`config.mk`:
```
export PLATFORM = sky130hd
export DESIGN_NAME = dff_pipeline
export DESIGN_NICKNAME = d
export VERILOG_FILES = /design/src/rtl/dff_pkg.sv /design/src/rtl/dff_stage.sv /design/src/rtl/dff_pipeline.sv
export SDC_FILE = /design/constraint.sdc
export NUM_CORES = 1
export LEC_CHECK = 0
export BUFFER_PORTS_ARGS = -buffer_cell sky130_fd_sc_hd__buf_2
export CELL_PAD_IN_SITES_DETAIL_PLACEMENT = 1
export CELL_PAD_IN_SITES_GLOBAL_PLACEMENT = 2
export CORE_MARGIN = 2
export CORE_UTILIZATION = 31
export DETAILED_ROUTE_END_ITERATION = 8
export MAX_ROUTING_LAYER = met4
export PLACE_DENSITY = 0.89
export SETUP_SLACK_MARGIN = 0.05
export SYNTH_ARGS = -nofsm -noshare
export SYNTH_HDL_FRONTEND = slang
export SYNTH_SLANG_ARGS = --single-unit
```
`constraint.sdc`:
```
create_clock -name clk -period 1.7 [get_ports clk]
set_input_delay 0 -clock clk [delete_from_list [all_inputs] [get_ports clk]]
set_output_delay 0 -clock clk [all_outputs]
set_load 0.05 [all_outputs]
```
`src/rtl/dff_pkg.sv`:
```
// dff_pkg: mode encodings shared by the pipeline, its pin mapping and the testbench
package dff_pkg;

    localparam logic [1:0] MODE_HOLD   = 2'b00;
    localparam logic [1:0] MODE_SHIFT  = 2'b01;
    localparam logic [1:0] MODE_CLEAR  = 2'b10;
    localparam logic [1:0] MODE_CHANGE = 2'b11;

endpackage

```
`src/rtl/dff_stage.sv`:
```
// dff_stage: one WIDTH-bit pipeline register with sync active-low reset, clear and load
module dff_stage #(
    parameter int WIDTH = 6
) (
    input  logic             clk,
    input  logic             reset_n,
    input  logic             load_i,
    input  logic             clr_i,
    input  logic [WIDTH-1:0] d_i,
    output logic [WIDTH-1:0] q_o
);

    logic [WIDTH-1:0] data_q;

    always_ff @(posedge clk) begin
        if (!reset_n || clr_i) data_q <= '0;
        else if (load_i)       data_q <= d_i;
    end

    assign q_o = data_q;

endmodule

```
`src/rtl/dff_pipeline.sv`:
```
// dff_pipeline: DEPTH-stage WIDTH-bit delay line with hold/shift/clear/shift-on-change modes,
// selectable output tap and saturating fill tracking.
module dff_pipeline
    import dff_pkg::*;
#(
    parameter  int WIDTH  = 6,
    parameter  int DEPTH  = 4,
    localparam int TAP_W  = $clog2(DEPTH),
    localparam int FILL_W = $clog2(DEPTH + 1)
) (
    input  logic              clk,
    input  logic              reset_n,
    input  logic              en,
    input  logic [1:0]        mode,
    input  logic [WIDTH-1:0]  d,
    input  logic [TAP_W-1:0]  tap_sel,
    output logic [WIDTH-1:0]  q,
    output logic [WIDTH-1:0]  q_last,
    output logic [FILL_W-1:0] fill,
    output logic              full,
    output logic              changed
);

    logic [WIDTH-1:0]  stage_q [DEPTH];
    logic [WIDTH-1:0]  stage_d [DEPTH];
    logic [FILL_W-1:0] fill_q, fill_d;
    logic              changed_q, changed_d;
    logic              shift, clear;

    // An empty pipe always accepts the first CHANGE sample, even if it equals stage 0's zero.
    always_comb begin
        clear     = mode == MODE_CLEAR;
        shift     = en && (mode == MODE_SHIFT ||
                    (mode == MODE_CHANGE && (fill_q == '0 || d != stage_q[0])));
        fill_d    = clear ? '0 : ((shift && fill_q != FILL_W'(DEPTH)) ? fill_q + FILL_W'(1) : fill_q);
        changed_d = shift && mode == MODE_CHANGE;
        stage_d[0] = d;
        for (int i = 1; i < DEPTH; i++) stage_d[i] = stage_q[i-1];
    end

    for (genvar i = 0; i < DEPTH; i++) begin : g_stage
        dff_stage #(.WIDTH(WIDTH)) u_stage (
            .clk     (clk),
            .reset_n (reset_n),
            .load_i  (shift),
            .clr_i   (clear),
            .d_i     (stage_d[i]),
            .q_o     (stage_q[i])
        );
    end

    always_ff @(posedge clk) begin
        if (!reset_n) begin
            fill_q    <= '0;
            changed_q <= 1'b0;
        end else begin
            fill_q    <= fill_d;
            changed_q <= changed_d;
        end
    end

    assign q       = (int'(tap_sel) < DEPTH) ? stage_q[tap_sel] : '0;
    assign q_last  = stage_q[DEPTH-1];
    assign fill    = fill_q;
    assign full    = fill_q == FILL_W'(DEPTH);
    assign changed = changed_q;

endmodule

```
# Yosys cells after proc, flatten, opt, wreduce, memory -nomap -nowiden
# Index checks and enable logic that the tools add are counted.
dict set report classes {
  muxes 3
  reduce_logical 10
  add_sub_neg 1
  eq_ne 6
  bitwise_logic 2
  order_cmp 1
}
# operator n
set op_table {}
lappend op_table {{6-bit binary-select mux with 2-bit select} 1}
lappend op_table {{6-bit 2-to-1 mux} 2}
lappend op_table {{6-bit != test} 1}
lappend op_table {{2-bit equality test, second input constant} 2}
lappend op_table {{1-bit logical AND} 4}
lappend op_table {{3-bit by 1-bit adder with 3-bit output, second input constant} 1}
lappend op_table {{3-bit equality test, second input constant} 1}
lappend op_table {{3-bit >= comparator, second input constant} 1}
lappend op_table {{3-bit logical NOT} 1}
lappend op_table {{1-bit logical OR} 3}
lappend op_table {{3-bit != test, second input constant} 1}
lappend op_table {{2-bit inverter with 3-bit output} 1}
lappend op_table {{2-bit by 1-bit equality test with 1-bit output, second input constant} 1}
lappend op_table {{2-bit OR reduction} 1}
lappend op_table {{1-bit logical NOT} 1}
lappend op_table {{1-bit inverter} 1}
dict set report word_totals {
  output_inout_bits 17
  reg_bits 28
  input_bits 13
  wordCells 29
}

# Longest topological paths before layout
# Gate-level depths: netlist of run 1.
dict set report depth {
  ltp_word 6
  mapped_depth 8
  mapped_depth_nobuf 7
}

# Modules after synthesis
# From an unflattened synthesis of run 1, not the netlist that was laid out.
dict set report unflattened {
  cells_unflattened 122
  area_unflattened_um2 1348.8
}
# module seq_area_each_um2 area_per_inst_um2 instances cells_each
set modules_own_cells {}
lappend modules_own_cells {dff_stage 120.1 220.2 4 20}
lappend modules_own_cells {dff_pipeline 80.1 467.9 1 42}

# Least setup slack after synthesis of run 1
# OpenSTA, ideal clock, no wires.
dict set report synth_timing {
  path_type {register to register}
  start {reg fill_q[0] (netlist: fill[0])}
  end {reg fill_q[0] (netlist: fill[0])}
  path_stages_with_launch 6
  path_buffers 0
  synth_period_minus_slack_ps 2083
  path_slack_ps -383
  required_ps 1630
  setup_time_ps 70
  t_arrival_ps 2012
  cell_sequence {dfxtp_1 -> inv_1 -> ha_1 -> and2_0 -> or3_1 -> a21oi_1}
}
dict set report synth_via {
  elab_chain_len 6
  elab_cells_between_ends 8
  cone_classes {add/sub (1); eq/ne (1); reduce/logical (6)}
}
# element line
set synth_rtl {}
lappend synth_rtl {{start, declared} dff_pipeline.sv:26} ;# logic [FILL_W-1:0] fill_q, fill_d;
lappend synth_rtl {{start signal, assigned} dff_pipeline.sv:57} ;# fill_q <= fill_d;
lappend synth_rtl {{3-bit logical NOT} dff_pipeline.sv:34} ;# (mode == MODE_CHANGE && (fill_q == '0 || d != stage_q[0])));
lappend synth_rtl {{1-bit logical OR} dff_pipeline.sv:34}
lappend synth_rtl {{1-bit logical AND} dff_pipeline.sv:34}
lappend synth_rtl {{1-bit logical OR} dff_pipeline.sv:33} ;# shift = en && (mode == MODE_SHIFT ||
lappend synth_rtl {{1-bit logical AND} dff_pipeline.sv:33}
lappend synth_rtl {{1-bit logical AND} dff_pipeline.sv:35} ;# fill_d = clear ? '0 : ((shift && fill_q != FILL_W'(DEPTH)) ? fill_q + FILL_W'(1) : fill_q);
# Several ways; a longest one is shown, not always the timed one.
# A chain may end at the register's enable or synchronous reset.

# Worst setup path in the final report of run 1
# Ends and elaborated chain as after synthesis.

==> results of run 1 <==
## final cells by class
class	count	area, sq um	share of cell area [%]
timing repair buffer	44	320	18.1
clock buffer	4	66.3	3.74
multi-input combinational	102	729	41.1
tap	50	62.6	3.53
sequential	28	571	32.2
inverter	6	25.0	1.41
## placed cells by master (no fill, tap or decap), types with 5 or more instances in the layout
cell	instances
o21ai_0	13
dfxtp_2	5
buf_2	29
dfxtp_1	22
nand3_1	24
o21ai_1	12
nand2_1	27
dlygate4sd3_1	8
## through the flow
stage | setup TNS [ps] | setup WS (ps) | instance area (sq um) | cells | total power [W]
global placement | 0 | 110 | 1500 | 217 | 0.000820
floorplan | 0 | 67.4 | 1340 | 147 | 0.000790
global route | -21.4 | -18.1 | 1770 | 234 | 0.00138
finish | 0 | 77.6 | 1770 | 234 | 0.00133
CTS | 0 | 65.5 | 1710 | 232 | 0.00133
detailed placement | -17.9 | -15.5 | 1500 | 217 | 0.000828
## worst reg2reg max path, cell delays in order, from the launching register on
cell and delay (ps):
dfxtp_4 350, inv_2 60, ha_4 130, inv_2 30
o2111ai_2 220, o211ai_4 160, buf_12 160, or3_4 320
a21oi_2 120
## final timing paths
kind | endpoint | cells past startpoint
worst max-delay path | fill[0] | 8
worst min-delay path | changed | 3
worst max register to register | fill[0] | 8
worst min register to register | g_stage[2].u_stage.q_o[2] | 2
## repair_timing
| action | in CTS | in global routing |
|---|---|---|
| hold endpoints to repair | 6 | 1 |
| hold buffers | 7 | 1 |
| setup buffers | 4 | 0 |
| setup endpoints to repair | 24 | 27 |
| gates resized for setup | 7 | 18 |
| gates cloned | 0 | 1 |
| pin swaps | 4 | 1 |
## cell families (layout without fill, tap and decap cells)
| family | Yosys count | count (layout) |
|---|---|---|
| simple gates | 56 | 56 |
| xor+xnor | 6 | 6 |
| buf+inv | 17 | 54 |
| fa+ha+maj | 2 | 2 |
| mux | 6 | 6 |
| flops | 28 | 28 |
| compound gates | 32 | 32 |
## power by group
part | leakage [nW] | internal [W] | switching (W) | total, W
clock | 0.0339 | 0.000256 | 0.000214 | 0.000471
sequential | 0.229 | 0.000665 | 0.00000959 | 0.000674
combinational | 0.450 | 0.0000802 | 0.000105 | 0.000185
## synthesized netlist by cell type
cell type,n,share of area [%]
o211ai_4,1,1.6
inv_1,5,1.4
clkbuf_1,3,0.84
mux4_1,2,3.9
o2111ai_2,1,1.1
mux4_2,4,6.7
xnor2_1,6,3.9
a21oi_1,1,0.37
buf_6,3,2.5
or3_1,1,0.47
nand4_2,1,0.94
or4_1,1,0.56
buf_2,3,1.1
o21ai_1,4,1.5
inv_2,1,0.28
buf_4,2,1.1
dfxtp_1,28,42
o311ai_0,1,0.66
o21ai_2,1,0.66
nor2_1,1,0.28
o31ai_1,1,0.56
nand3_1,24,9.0
o211ai_1,1,0.56
and2_0,1,0.47
ha_1,2,1.9
nand2_1,27,7.6
o21ai_0,21,7.9
## registers in the layout (all words and copies together) (netlist names)
signal	count
fill	3
changed	1
g_stage.u_stage.q_o	24
## layer usage
layer  GRT usage, %  part of all wire [%]
met4           4.49                   1.2
met2           24.0                    50
met5              -                     0
met1           17.2                    45
met3           2.62                   3.7
==> run metrics, run 1 <==
status finished, final reports clean; maximum fanout count along the critical path 6; global-route wire length before repair 5.49 mm; remaining global-route overflow 0; Finished Core Util 43.4%; routed wire length per instance 14.9 um; Synth Area per Inst 9.08 sq um; routed vias/inst 5.04; share of layout cells above drive strength 1 35.9%; vertical die dimension 69.6 um; Placement Rows 23; number of sinks driven by the clock tree 28; combinational family with the most area after synthesis simple AND/OR/NAND/NOR gates; pin count of the biggest net entering global routing 52; startpoint-to-endpoint class of the critical path reg -> reg; CTS tree yes; most numerous cell on the critical path inv_2; Max H-tree Level 1; final clock period utilization by the worst path 95.4%; largest vdd supply drop 426 uV; number of buffer cells added on primary ports 29; net count after synthesis 162; global-route usage over all layers 14.2%; slew at the pin closest to its max-slew limit 623 ps; cell area after synthesis 1340 sq um; clock transition at the register clock pins on the worst setup and hold paths after CTS 100 ps; R2R Path Start fill[0]; worst path buffer plus inverter count 3; Hold Worst Slack 81.9 ps; starting density of the core 32.7%; overall die area 4850 sq um; upper clock frequency limit 616 MHz; cell family with most CP delay compound AO/OA/AOI/OAI gates; Setup Skew 6.54 ps; Required @ worst endpoint 1900 ps; setup slack on the worst flop-to-flop path 80 ps; DRC 0; Critical-path top delay cell dfxtp_4; maxcap violations 0; post-synthesis to final-layout area growth 32.9%; area share of xor/xnor cells in the synthesized design 3.94%; Worst setup startpoint fill[0]; Clock Latency Late Sink 280 ps; total wire length 3.48 mm; count of fill cells added during filler insertion 496; class of the worst hold path in -> reg; core area 4090 sq um; warning count from the yosys run 0; antenna diode count 0; synthesis-stage register bit count 28; data arrival time of the critical path 1820 ps; portion of the post-synthesis area used by sequential elements 42.0%; count of different cell masters after synthesis 27; remaining antenna violation count after routing 0; leakage component of the power 0.713 nW; simple-gate portion of the synthesized area 19.3%; HPWL after detailed placement 2.33 mm; Startpoint Class register; Fin. Hold Viols 0; setup repair after global routing missed its margin yes; synthesized-area fraction occupied by adder cells 1.87%; Net count, final 200; total number of vias 1180; delay of the slowest cell on the worst path 350 ps; routability congestion estimate from global placement 0.721; number of buffers on the longest clock path 2; number of max-slew violations in the final report 0; complex-gate fraction of the synthesized area 14.9%; boundary pin count 30; root cell of the clock tree clkbuf_8; worst hold path startpoint en; first-iteration detailed-routing DRC count 49; CTS buffer count 3; min Tclk post-route 1620 ps; vias in the first global route 1186; Crit. End Element register; horizontal die dimension 69.6 um; Slew headroom 58.0%; ordered cell list for the critical path inv_2 -> ha_4 -> inv_2 -> o2111ai_2 -> o211ai_4 -> buf_12 -> or3_4 -> a21oi_2; first-pass detailed-route iteration total 4; mux cell area share after synthesis 10.7%; Power Density 750 nW/um^2; final setup vio count 0; Post-Syn Instances 147; antenna violations before repair 0
(Power assumes the default switching activity.)
==> run 2: changes to the inputs <==
- CORE_MARGIN: 2 -> unset
- CORE_UTILIZATION: 31 -> 34
- PLACE_DENSITY: 0.89 -> 0.95
- clock period: 1.7 -> 1.9 ns (I/O delays scaled with it)
==> run metrics, run 2 (synthesized netlist as in run 1, its figures left out) <==
min Tclk post-route 1660 ps; Fin. Hold Viols 0; first-iteration detailed-routing DRC count 46; Setup TNS Final 0 ps; status finished, final reports clean; number of buffers on the longest clock path 2; Hold Worst Slack 138 ps; root cell of the clock tree clkbuf_8; horizontal die dimension 64.7 um; pin count of the biggest net entering global routing 52; Slew headroom 48.1%; Max H-tree Level 1; upper clock frequency limit 603 MHz; total number of vias 1151; most used cells in the layout excluding fill and tap cells buf_2 (29), nand2_1 (27), dfxtp_1 (26); Multi-input gate area 677 sq um; routed vias/inst 5.07; maximum fanout count along the critical path 5; number of max-slew violations in the final report 0; leakage component of the power 0.646 nW; Crit. End Element register; data arrival time of the critical path 1880 ps; Placement Rows 22; final clock period utilization by the worst path 87.3%; setup repair after global routing missed its margin no; vertical die dimension 64.7 um; Clock Latency Late Sink 270 ps; starting density of the core 35.9%; remaining antenna violation count after routing 0; Setup Skew 5.24 ps; share of layout cells above drive strength 1 25.7%; clock transition at the register clock pins on the worst setup and hold paths after CTS 100 ps; remaining global-route overflow 0; HPWL after detailed placement 2.09 mm; post-synthesis to final-layout area growth 22.1%; total wire length 3.09 mm; first-pass detailed-route iteration total 4; antenna violations before repair 0; CTS buffer count 3; Startpoint Class register; startpoint-to-endpoint class of the critical path reg -> reg; number of sinks driven by the clock tree 28; Net count, final 195; largest vdd supply drop 256 uV; Required @ worst endpoint 2120 ps; maxcap violations 0; global-route wire length before repair 5.41 mm; most common cell after layout, fill and taps aside buf_2; register cell area after layout 563 sq um; routed wire length per instance 13.6 um; overall die area 4180 sq um; CTS tree yes; vias in the first global route 1184; global-route usage over all layers 17.3%; number of flip-flops under the largest register name 24; boundary pin count 30; core area 3720 sq um; antenna diode count 0; final setup vio count 0; class of the worst hold path in -> reg; count of fill cells added during filler insertion 450; routability congestion estimate from global placement 0.707; DRC 0; number of buffer cells added on primary ports 29; Power Density 683 nW/um^2; slew at the pin closest to its max-slew limit 778 ps
run 2: layout make-up:
cell class,instances,area share (%)
flip-flops and latches,28,34.5
repair buffers,39,15.5
inverters,6,1.38
multi-input cells,102,41.5
clock buffers,4,3.38
well taps,48,3.68
run 2: power breakdown:
group / total, W / leakage (nW) / internal, W / switching [W]
clock network: 0.000373 / 0.0288 / 0.000186 / 0.000187
logic: 0.000136 / 0.390 / 0.0000525 / 0.0000836
registers: 0.000604 / 0.227 / 0.000595 / 0.00000899
total: 0.00111 / 0.646 / 0.000833 / 0.000280
run 2: timing repair:
item | in CTS | in global routing
endpoints found under the hold margin | 7 | 0
buffers inserted | 0 | 1
gates resized for setup | 0 | 0
hold buffers | 8 | 0
setup endpoints to repair | 0 | 2
run 2: path summary, 6_finish.rpt:
kind / start / endpoint / slack, ps / cells past startpoint
worst max register to register: fill[0] / fill[2] / 240 / 8
worst max-delay path: fill[0] / fill[2] / 240 / 8
worst min register to register: g_stage[1].u_stage.q_o[3] / g_stage[1].u_stage.q_o[3] / 480 / 2
worst min-delay path: en / fill[0] / 140 / 4
run 2: worst max-delay path: stages, from the launching register on:
cell and delay [ps]:
dfxtp_2 350, inv_1 50, ha_1 180, inv_1 60
o2111ai_2 210, o211ai_4 130, buf_4 160, or4_1 400
nand2_1 70
run 2: layer usage:
layer | up-vias | track usage [%] | part of all wire, %
li1 | 577 | - | -
met2 | 21 | 27.2 | 47
met3 | 2 | 2.64 | 2.7
met5 | - | - | 0
met1 | 551 | 22.9 | 50
met4 | 0 | 5.00 | 0.45
run 2: through the flow:
stage	utilization [%]	instance area, sq um	instances	total power, W	setup slack [ps]
2_1_floorplan	-	1340	147	0.000708	164
3_3_place_gp	40.0	1490	214	0.000734	352
3_5_place_dp	40.0	1490	214	0.000740	214
4_1_cts	43.7	1620	226	0.00113	207
5_1_grt	43.9	1630	227	0.00117	108
6_report	43.9	1630	227	0.00111	241
==> run 3: changes to the inputs <==
- RECOVER_POWER: unset -> 25
==> run metrics, run 3 (synthesized netlist as in run 1, its figures left out) <==
starting density of the core 35.9%; worst path buffer plus inverter count 3; most numerous cell on the critical path inv_1; CTS buffer count 3; number of flip-flops under the largest register name 24; vias in the first global route 1184; total number of vias 1150; Power Density 688 nW/um^2; routed wire length per instance 13.6 um; share of layout cells above drive strength 1 19.6%; largest vdd supply drop 256 uV; number of buffers on the longest clock path 2; data arrival time of the critical path 1880 ps; status finished, final reports clean; vertical die dimension 64.7 um; remaining antenna violation count after routing 0; Final Instance Count excl. Fillers 227; HPWL after detailed placement 2.09 mm; number of placed instances, taps included 214; first-pass detailed-route iteration total 4; Setup TNS Final 0 ps; count of fill cells added during filler insertion 457; boundary pin count 30; delay of the slowest cell on the worst path 400 ps; core area 3720 sq um; slew at the pin closest to its max-slew limit 778 ps; number of max-slew violations in the final report 0; Multi-input gate area 677 sq um; Hold Worst Slack 138 ps; total wire length 3.09 mm; antenna violations before repair 0; cells resized by post-CTS repair 0; worst slack at placement 214 ps; class of the worst hold path in -> reg; setup slack after layout 242 ps; Placement Rows 22; Net count, final 195; number of sinks driven by the clock tree 28; Setup Skew 5.85 ps; final setup vio count 0; clock transition at the register clock pins on the worst setup and hold paths after CTS 100 ps; horizontal die dimension 64.7 um; Fin. Hold Viols 0; pin count of the biggest net entering global routing 52; Crit. End Element register; number of buffer cells added on primary ports 29; leakage component of the power 0.598 nW; first-iteration detailed-routing DRC count 46; upper clock frequency limit 603 MHz; ordered cell list for the critical path inv_1 -> ha_1 -> inv_1 -> o2111ai_2 -> o211ai_4 -> buf_4 -> or4_1 -> nand2_1; min Tclk post-route 1660 ps; DRC 0; global-route wire length before repair 5.41 mm; setup repair after global routing missed its margin no; routability congestion estimate from global placement 0.707; root cell of the clock tree clkbuf_8; Startpoint Class register; Critical-path top delay cell or4_1; Required @ worst endpoint 2120 ps; most common cell after layout, fill and taps aside nand2_1; maxcap violations 0; most used cells in the layout excluding fill and tap cells nand2_1 (27), dfxtp_1 (26), nand3_1 (24); setup slack on the worst flop-to-flop path 240 ps; maximum fanout count along the critical path 5; cell family with most CP delay simple AND/OR/NAND/NOR gates; antenna diode count 0; post-synthesis to final-layout area growth 21.1%; Clock Latency Late Sink 270 ps; overall die area 4180 sq um; global-route usage over all layers 17.3%; Max H-tree Level 1; Slew headroom 48.1%; CTS tree yes; routed vias/inst 5.07; register cell area after layout 563 sq um; startpoint-to-endpoint class of the critical path reg -> reg; remaining global-route overflow 0; final clock period utilization by the worst path 87.3%
==> run 3: cell types whose count changed in the layout (fill, tap and decap cells not counted) <==
cell and change:
buf_2 -11, clkbuf_1 +11
==> run 3: timing repair <==
| item | in CTS | in global routing |
|---|---|---|
| buffers inserted | 0 | 1 |
| setup endpoints to repair | 0 | 2 |
| hold buffers | 8 | 0 |
| hold endpoints to repair | 7 | 0 |
==> run 3: area by class of cell <==
cell class              count  area share [%]
clock buffers               4            3.41
multi-input cells         102            41.9
flip-flops and latches     28            34.8
inverters                   6            1.39
repair buffers             39            14.8
well taps                  48            3.72
==> run 3: report_power, final <==
group          internal [W]  switching (W)  leakage [nW]
Combinational     0.0000518      0.0000835         0.342
Clock              0.000186       0.000187        0.0288
Sequential         0.000595     0.00000904         0.227
Total              0.000832       0.000279         0.598
==> run 3: path summary, 6_finish.rpt <==
check,depth (start not counted),end,startpoint
setup / recovery,8,fill[2],fill[0]
setup reg to reg,8,fill[2],fill[0]
hold reg to reg,2,g_stage[1].u_stage.q_o[3],g_stage[1].u_stage.q_o[3]
hold / removal,4,fill[0],en
==> run 3: stage by stage <==
step | power (W) | util [%] | instance area, sq um
CTS | 0.00113 | 43.7 | 1620
floorplan | 0.000708 | - | 1340
global route | 0.00117 | 43.5 | 1620
global placement | 0.000734 | 40.0 | 1490
finish | 0.00111 | 43.5 | 1620
detailed placement | 0.000740 | 40.0 | 1490
==> run 3: tightest hold or removal path, stage by stage <==
cell	delay, ps
buf_2	110
o211ai_4	90
or3_1	110
a21oi_1	60
==> run 3: metal layers <==
| metal | track usage (%) | share of wire (%) | vias up |
|---|---|---|---|
| met5 | - | 0 | - |
| met4 | 5.00 | 0.45 | 0 |
| met3 | 2.64 | 2.7 | 2 |
| met2 | 27.2 | 47 | 21 |
| met1 | 22.9 | 50 | 550 |
| li1 | - | - | 577 |
